[config.mk]
export PLATFORM = sky130hd
export DESIGN_NAME = mem_stage_hs
export DESIGN_NICKNAME = d
export VERILOG_FILES = /design/src/rtl/mem_stage_hs.sv
export SDC_FILE = /design/constraint.sdc
export NUM_CORES = 1
export LEC_CHECK = 0
export BUFFER_PORTS_ARGS = -buffer_cell sky130_fd_sc_hd__buf_2
export CAP_MARGIN = 10
export CORE_MARGIN = 10
export CORE_UTILIZATION = 50
export CTS_CLUSTER_DIAMETER = 150
export DETAILED_ROUTE_END_ITERATION = 12
export PLACE_DENSITY = 0.8
export SYNTH_ARGS = -nofsm -noshare
export SYNTH_HDL_FRONTEND = slang
export SYNTH_SLANG_ARGS = --single-unit
[constraint.sdc]
create_clock -name clk -period 4.6 [get_ports clk]
set_clock_uncertainty 0.1 [all_clocks]
set_input_delay 1.15 -clock clk [delete_from_list [all_inputs] [get_ports clk]]
set_output_delay 1.15 -clock clk [all_outputs]
set_load 0.01 [all_outputs]
[src/rtl/mem_stage_hs.sv]
// Pipeline memory stage: runs loads and stores against a req/ack data memory and stalls the pipeline until each access finishes.
// Handles byte/half/word sizing, sign/zero extension, misalignment rejection and a bus timeout.
module mem_stage_hs #(
   parameter int ADDR_W  = 32,
   parameter int TIMEOUT = 255
) (
   input  logic              clk,
   input  logic              rst,
   input  logic              valid_m,
   input  logic [6:0]        control_m_i,
   input  logic [ADDR_W-1:0] alu_result_m,
   input  logic [31:0]       mem_write_data_m,
   output logic [1:0]        control_m_o,
   output logic [31:0]       mem_read_data_m,
   output logic              stall_m,
   output logic              misalign_m,
   output logic              bus_err_m,
   output logic              dmem_req,
   output logic              dmem_we,
   output logic [ADDR_W-1:0] dmem_addr,
   output logic [3:0]        dmem_be,
   output logic [31:0]       dmem_wdata,
   input  logic [31:0]       dmem_rdata,
   input  logic              dmem_ack
);

   localparam int CNT_W = (TIMEOUT > 0) ? $clog2(TIMEOUT + 1) : 1;
   localparam logic [CNT_W-1:0] TO_LAST = CNT_W'((TIMEOUT > 0) ? TIMEOUT - 1 : 0);

   typedef enum logic [1:0] {
      IDLE = 2'd0,
      REQ  = 2'd1,
      DONE = 2'd2
   } state_t;

   state_t            state;
   logic [CNT_W-1:0]  cnt;
   logic [31:0]       rdata_q;
   logic              bus_err_q;
   logic              req_q;
   logic              we_q;
   logic [1:0]        size_q;
   logic              uns_q;
   logic [1:0]        lane_q;
   logic [ADDR_W-1:0] addr_q;
   logic [3:0]        be_q;
   logic [31:0]       wdata_q;

   logic       reg_we;
   logic       sel;
   logic       mem_we;
   logic       mem_re;
   logic [1:0] size;
   logic       unsigned_ld;
   logic [1:0] lane;
   logic       access;
   logic       bad_align;
   logic       start;
   logic [3:0]  be_next;
   logic [31:0] wdata_next;

   assign {reg_we, sel, mem_we, mem_re, size, unsigned_ld} = control_m_i;
   assign lane   = alu_result_m[1:0];
   assign access = valid_m & (mem_we | mem_re);

   // Size 11 has no defined access width, so it is rejected like any misaligned access.
   always_comb begin
      bad_align = 1'b1;
      unique case (size)
         2'b00:   bad_align = 1'b0;
         2'b01:   bad_align = lane[0];
         2'b10:   bad_align = (lane != 2'b00);
         default: bad_align = 1'b1;
      endcase
   end

   assign misalign_m = (state == IDLE) & access & bad_align;
   assign start      = (state == IDLE) & access & ~bad_align;

   always_comb begin
      be_next    = 4'b1111;
      wdata_next = mem_write_data_m;
      unique case (size)
         2'b00: begin
            be_next    = 4'b0001 << lane;
            wdata_next = {4{mem_write_data_m[7:0]}};
         end
         2'b01: begin
            be_next    = lane[1] ? 4'b1100 : 4'b0011;
            wdata_next = {2{mem_write_data_m[15:0]}};
         end
         default: begin
            be_next    = 4'b1111;
            wdata_next = mem_write_data_m;
         end
      endcase
   end

   function automatic logic [31:0] extract_load(input logic [31:0] word,
                                                input logic [1:0]  sz,
                                                input logic [1:0]  ln,
                                                input logic        uns);
      logic [7:0]  b;
      logic [15:0] h;
      logic [31:0] res;
      unique case (ln)
         2'd0:    b = word[7:0];
         2'd1:    b = word[15:8];
         2'd2:    b = word[23:16];
         default: b = word[31:24];
      endcase
      h = ln[1] ? word[31:16] : word[15:0];
      unique case (sz)
         2'b00:   res = uns ? {24'b0, b} : {{24{b[7]}}, b};
         2'b01:   res = uns ? {16'b0, h} : {{16{h[15]}}, h};
         default: res = word;
      endcase
      return res;
   endfunction

   // Request-side values are frozen at the IDLE->REQ edge so the bus sees stable signals until ack.
   always_ff @(posedge clk or posedge rst) begin
      if (rst) begin
         state     <= IDLE;
         cnt       <= '0;
         rdata_q   <= '0;
         bus_err_q <= 1'b0;
         req_q     <= 1'b0;
         we_q      <= 1'b0;
         size_q    <= 2'b00;
         uns_q     <= 1'b0;
         lane_q    <= 2'b00;
         addr_q    <= '0;
         be_q      <= 4'b0000;
         wdata_q   <= '0;
      end else begin
         unique case (state)
            IDLE: begin
               cnt       <= '0;
               bus_err_q <= 1'b0;
               if (start) begin
                  state   <= REQ;
                  req_q   <= 1'b1;
                  we_q    <= mem_we;
                  size_q  <= size;
                  uns_q   <= unsigned_ld;
                  lane_q  <= lane;
                  addr_q  <= {alu_result_m[ADDR_W-1:2], 2'b00};
                  be_q    <= be_next;
                  wdata_q <= wdata_next;
               end
            end
            REQ: begin
               if (dmem_ack) begin
                  state   <= DONE;
                  req_q   <= 1'b0;
                  rdata_q <= we_q ? 32'h0 : extract_load(dmem_rdata, size_q, lane_q, uns_q);
               end else if ((TIMEOUT != 0) && (cnt == TO_LAST)) begin
                  state     <= DONE;
                  req_q     <= 1'b0;
                  bus_err_q <= 1'b1;
                  rdata_q   <= 32'h0;
               end else begin
                  cnt <= cnt + 1'b1;
               end
            end
            DONE: begin
               state <= IDLE;
               cnt   <= '0;
            end
            default: begin
               state <= IDLE;
               req_q <= 1'b0;
            end
         endcase
      end
   end

   assign dmem_req   = req_q;
   assign dmem_we    = req_q & we_q;
   assign dmem_addr  = addr_q;
   assign dmem_be    = be_q;
   assign dmem_wdata = wdata_q;

   assign stall_m         = ~rst & (start | (state == REQ));
   assign mem_read_data_m = (state == DONE) ? rdata_q : 32'h0;
   assign bus_err_m       = (state == DONE) & bus_err_q;

   // Register write is suppressed while stalled so the MEM/WB register never sees a half-finished load.
   always_comb begin
      control_m_o = 2'b00;
      unique case (state)
         IDLE:    control_m_o = {reg_we & ~misalign_m & ~start, sel};
         REQ:     control_m_o = {1'b0, sel};
         DONE:    control_m_o = {reg_we & ~bus_err_q, sel};
         default: control_m_o = 2'b00;
      endcase
   end

endmodule

Yosys cells after proc, flatten, opt, wreduce, memory -nomap -nowiden
Cells that the tools add are included.
- bits of input ports: 107
- bits in latches: 0
- memories kept: 0
- bits in read-only memories: 0
- RAM bits: 0
- register bits after elaboration: 116
- reductions and logical operators: 15
- shifts and indexed selects: 1
- $mul: 0
- divide/modulo/power cells: 0
- eq/ne operators: 13
- mux-type cells: 28
- order comparisons: 0
- add/sub/neg operators: 1
- bitwise logic cells: 18
- operator list (operator ; number):
    $mux 32 ; 6
    $pmux 32 s2 ; 2
    $pmux 8 s3 ; 1
    $mux 16 ; 1
    $mux 8 ; 2
    $pmux 8 s2 ; 1
    $and 1x1->1 ; 10
    $reduce_and 3->1 ; 3
    $add 8x1->8 const B ; 1
    $eq 2x1->1 const B ; 4
    $eq 8x8->1 const B ; 1
    $logic_not 2->1 ; 4
    $ne 2x2->1 const B ; 4
    $pmux 4 s2 ; 1
    $reduce_bool 2->1 ; 4
    $eq 2x2->1 const B ; 3
    $mux 2 ; 3
    $not 1->1 ; 6
    $pmux 1 s3 ; 2
    $pmux 2 s3 ; 1
    $reduce_and 2->1 ; 3
    $mux 1 ; 5
    $mux 4 ; 1
    $pmux 2 s2 ; 1
    other kinds (5) ; 6

Depth between registers and ports, before layout
- word-level depth: 8
- depth in mapped cells: 7

Worst setup path before layout
Ideal clock, no wire load.
- path kind: input port to output port
- start point: input control_m_i[1]
- end point: output stall_m
- data arrival time: 2.326 ns
- cell stages on the path: 6
- path buffers: 3
- data required time: 3.350 ns
- slack: 1.024 ns
- path through: buf_2 nor3_1 o211ai_1 buf_2 buf_2 a21oi_1
- word-level cells in the longest chain between the ends: 6
- RTL lines (element ; RTL line ; text):
    from (decl) ; 10 ; input logic [6:0] control_m_i,
    $eq 2x2->1 (tied with other cells) ; 69 ; unique case (size)
    $pmux 1 s3 (*) ; 69 ;
    $not 1->1 (*) ; 78 ; assign start = (state == IDLE) & access & ~bad_align;
    $and 1x1->1 (*) ; 78 ;
    $or 1x1->1 (*) ; 185 ; assign stall_m = ~rst & (start | (state == REQ));
    $and 1x1->1 (*) ; 185 ;
    to (decl) ; 15 ; output logic stall_m,
Every way passes the cells marked *; elsewhere a longest branch is shown, timed or not.

Worst setup path after layout
Same ends and word-level chain as after synthesis.

==> summary.md <==
| Metric | Value |
|---|---|
| Inserted Diodes | `0` |
| Gr ovfl total | `0` |
| Library cells used by synthesis | `54` |
| Max-Cap Viols | `0` |
| Share of layout cells above drive strength 1 | `between 40% and 50%` |
| Slew HR | `around a quarter` |
| Routed Wire Length | `approximately 17 mm` |
| Antenna violations before repair | `2` |
| Core ar. | `0.01132 mm2` |
| Number of global-route vias before repair | `5300` |
| Post-CTS Setup Bufs | `0` |
| Post-synth EDFFs | `0` |
| Setup violators final | `0` |
| Combinational power share | `approximately a quarter` |
| Clk slew on worst S/H paths | `around 0.05 ns` |
| Final WS setup | `between 1 and 1.5 ns` |
| Synth Area per Inst | `about 11 um2` |
| Worst setup SP type | `input pin` |
| Post-synthesis compound-gate area fraction | `between 10% and 20%` |
| Largest net degree at the start of global routing | `95` |
| Sequential share of power | `between 30 and 40%` |
| Pint | `~2.8 mW` |
| Site row count | `39` |
| CTS tree | `built` |
| RSZ-0062 raised after global routing | `no` |
| Final ANT Viol Nets | `0` |
| IO Pins | `~210` |
| GP Congestion | `about 0.85` |
| Crit Path Max Fanout | `15` |
| Main synth FF type | `dfrtp_1` |
| GRT Total Usage | `20.77%` |
| Synth area leader | `dfrtp_1` |
| Htree depth | `4` |
| Type of the tightest min-delay check | `reg2reg` |
| Leakage | `~3.8 nW` |
| Synth Instances | `about 520` |
| Synth Area in XOR/XNOR | `under 10%` |
| Total number of vias | `~5000` |
| Hold Vio Cnt, Final | `0` |
| Share of synthesized flip-flops with an asynchronous set or reset | `100.0%` |
| Worst vdd ir | `340.4 uV` |
| Mux share of post-synthesis cell area | `15.09%` |
| CP required | `about 3.4 ns` |
| DP HPWL | `around 13 mm` |
| Starting density of the core | `around half` |
| Dominant cells by area after synthesis | `dfrtp_1, mux2_2, mux2i_1` |
| Critical Path End Type | `output pin` |
| Via density | `5.686` |
| Flops & latches, synth | `116` |
| Period utilisation layout | `about 75%` |
| IO buf count | `approximately 210` |
| Sink Count | `about 120` |
| Post-Place Setup Slack | `around 1.2 ns` |
| Post-synthesis adder-cell area fraction | `less than 1%` |
| Setup TNS | `0 ns` |
| Routed len/inst | `19.45 um` |
| DIE AREA | `0.01618 mm2` |
| Simple-gate share of the synthesized area | `around an eighth` |
| Status | `finished clean` |
| Crit Path Category | `in2out` |
| Pwr/cell area | `roughly 540 mW/mm2` |
| Synth top area share | `between 50% and 60%` |
| CTS Buf Count | `17` |
| Register area share after synthesis | `just over 50%` |
| Arr. time, crit path | `approximately 2.2 ns` |
| Sw power | `approximately 1.3 mW` |
| Area grow syn2layout | `29.89%` |
| Post-synthesis cell area | `between 0.005 and 0.006 mm2` |
| Fillers | `870` |
| Hold-fix buffers, CTS | `0` |
| YS warnings | `0` |
| Clk pwr share | `34.0%` |
| Global-route wire length before repair | `about 27 mm` |
| First DRT Iteration DRCs | `between 200 and 300` |
| Clock latency on the worst-skew pair | `0.41 ns` |
| Worst Tran Pin Value | `about 1.1 ns` |
| Max Slew Vio Count | `0` |
| Nets | `~830` |
| Post-cts gate resize count | `0` |
| Drt pass-1 iters | `5` |
| Maximum buffer depth of the clock tree | `2` |
| Die W | `127.2 um` |
| Die height | `127.2 um` |
| Fmax | `approximately 290 MHz` |
| Largest family of logic cells by synthesized area | `compound AO/OA/AOI/OAI gates` |
| Root Driver | `clkbuf_16` |
| Sw Share | `a little under a third` |
| Remaining DRCs | `0` |
| Clock period minus final worst setup slack | `3.447 ns` |
[cells in the mapped netlist (all sizes together) (3+ instances only)]
| master | instances |
|---|---|
| dfrtp | 116 |
| mux2 | 48 |
| nand2 | 43 |
| and2 | 40 |
| o21ai | 33 |
| mux2i | 30 |
| a21oi | 26 |
| buf | 20 |
| inv | 20 |
| clkbuf | 17 |
| nor2 | 17 |
| a221o | 16 |
| a22o | 10 |
| nand3b | 7 |
| a311oi | 6 |
| nor3 | 6 |
| o221ai | 6 |
| o32ai | 6 |
| o211ai | 5 |
| xnor2 | 5 |
| nor2b | 4 |
| nand2b | 3 |
| nand3 | 3 |
[final timing paths]
kind	startpoint	to	slack [ns]	cells after the start
min in group asynchronous	rst	dmem_wdata[2]$_DFFE_PP0P_	0.76	2
hold / removal	dmem_wdata[8]$_DFFE_PP0P_	dmem_wdata[8]$_DFFE_PP0P_	0.38	2
setup / recovery	control_m_i[1]	stall_m	1.15	5
hold reg to reg	dmem_wdata[8]$_DFFE_PP0P_	dmem_wdata[8]$_DFFE_PP0P_	0.38	2
max in group asynchronous	rst	rdata_q[10]$_DFFE_PP0P_	2.87	3
setup reg to reg	state[0]$_DFFE_PP0P_	rdata_q[16]$_DFFE_PP0P_	1.85	4
[metrics by stage]
| step | cells | hold slack (ns) | utilization, % | cell area [um2] | total power [mW] |
|---|---|---|---|---|---|
| floorplan | 523 | 0.3414 | - | 5751 | 2.219 |
| global placement | 844 | 0.3578 | 60.46 | 6844 | 2.603 |
| detailed placement | 844 | 0.3670 | 60.46 | 6844 | 2.661 |
| CTS | 876 | 0.3792 | 65.94 | 7465 | 4.047 |
| global route | 876 | 0.4009 | 65.94 | 7465 | 4.235 |
| finish | 876 | 0.3776 | 65.94 | 7465 | 4.013 |
[cell type report]
cell class / instances / area [um2] / share of cell area [%]
inverters: 20 / 77.57 / 1.039
repair buffers: 215 / 1099 / 14.72
flip-flops and latches: 116 / 2903 / 38.89
clock inverters: 12 / 153.9 / 2.062
well taps: 143 / 178.9 / 2.397
clock buffers: 20 / 466.7 / 6.252
multi-input cells: 350 / 2586 / 34.65
[cells by family (layout without fill, tap and decap cells)]
| group | Yosys count | in the layout |
|---|---|---|
| simple gates | 135 | 135 |
| compound gates | 125 | 125 |
| buf+inv | 57 | 267 |
| fa+ha+maj | 2 | 2 |
| mux | 79 | 79 |
| flops | 116 | 116 |
| other cells | 1 | 2 |
| xor+xnor | 7 | 7 |
[placed cells by master (no fill, tap or decap), types with 6 or more instances in the layout]
master	netlist	routed
a21oi_1	26	26
a22o_1	10	10
nor2_1	17	17
o32ai_1	6	6
mux2_2	48	48
nand2_1	43	43
dfrtp_1	116	116
o21ai_0	33	33
mux2i_1	30	30
a221o_1	6	6
and2_1	40	40
a311oi_1	6	6
inv_1	20	19
nor3_1	6	6
o221ai_1	6	6
clkbuf_16	0	17
buf_2	14	211
a221o_2	10	10
clkinvlp_4	0	6
nand3b_1	6	6
[per-layer routing]
metal,vias up,wire length [um],GRT usage (%)
met2,262,8220,33.84
met3,39,1905,10.26
li1,2285,-,-
met5,-,27,0
met4,4,397,8.506
met1,2391,6487,22.68
[power groups by stage]
stage               combinational (mW)  sequential (mW)  clock (mW)
finish                            1.05             1.60        1.36
global route                      1.16             1.65        1.43
CTS                               1.06             1.60        1.39
detailed placement                1.05             1.61           0
global placement                  1.02             1.58           0
floorplan                        0.618             1.60           0
[registers in the layout, summed over array words and instances, names as in the netlist, 2 cells and up]
signal and flops:
cnt 8, size_q 2, lane_q 2, dmem_be 4, state 2, dmem_wdata 32
dmem_addr 30, rdata_q 32
[critical path: stages]
cell and delay, ns:
buf_2 0.23, nor3_1 0.34, o211ai_1 0.16, a21oi_1 0.17, buf_2 0.15
No activity file was read; power rests on OpenSTA's default activity.
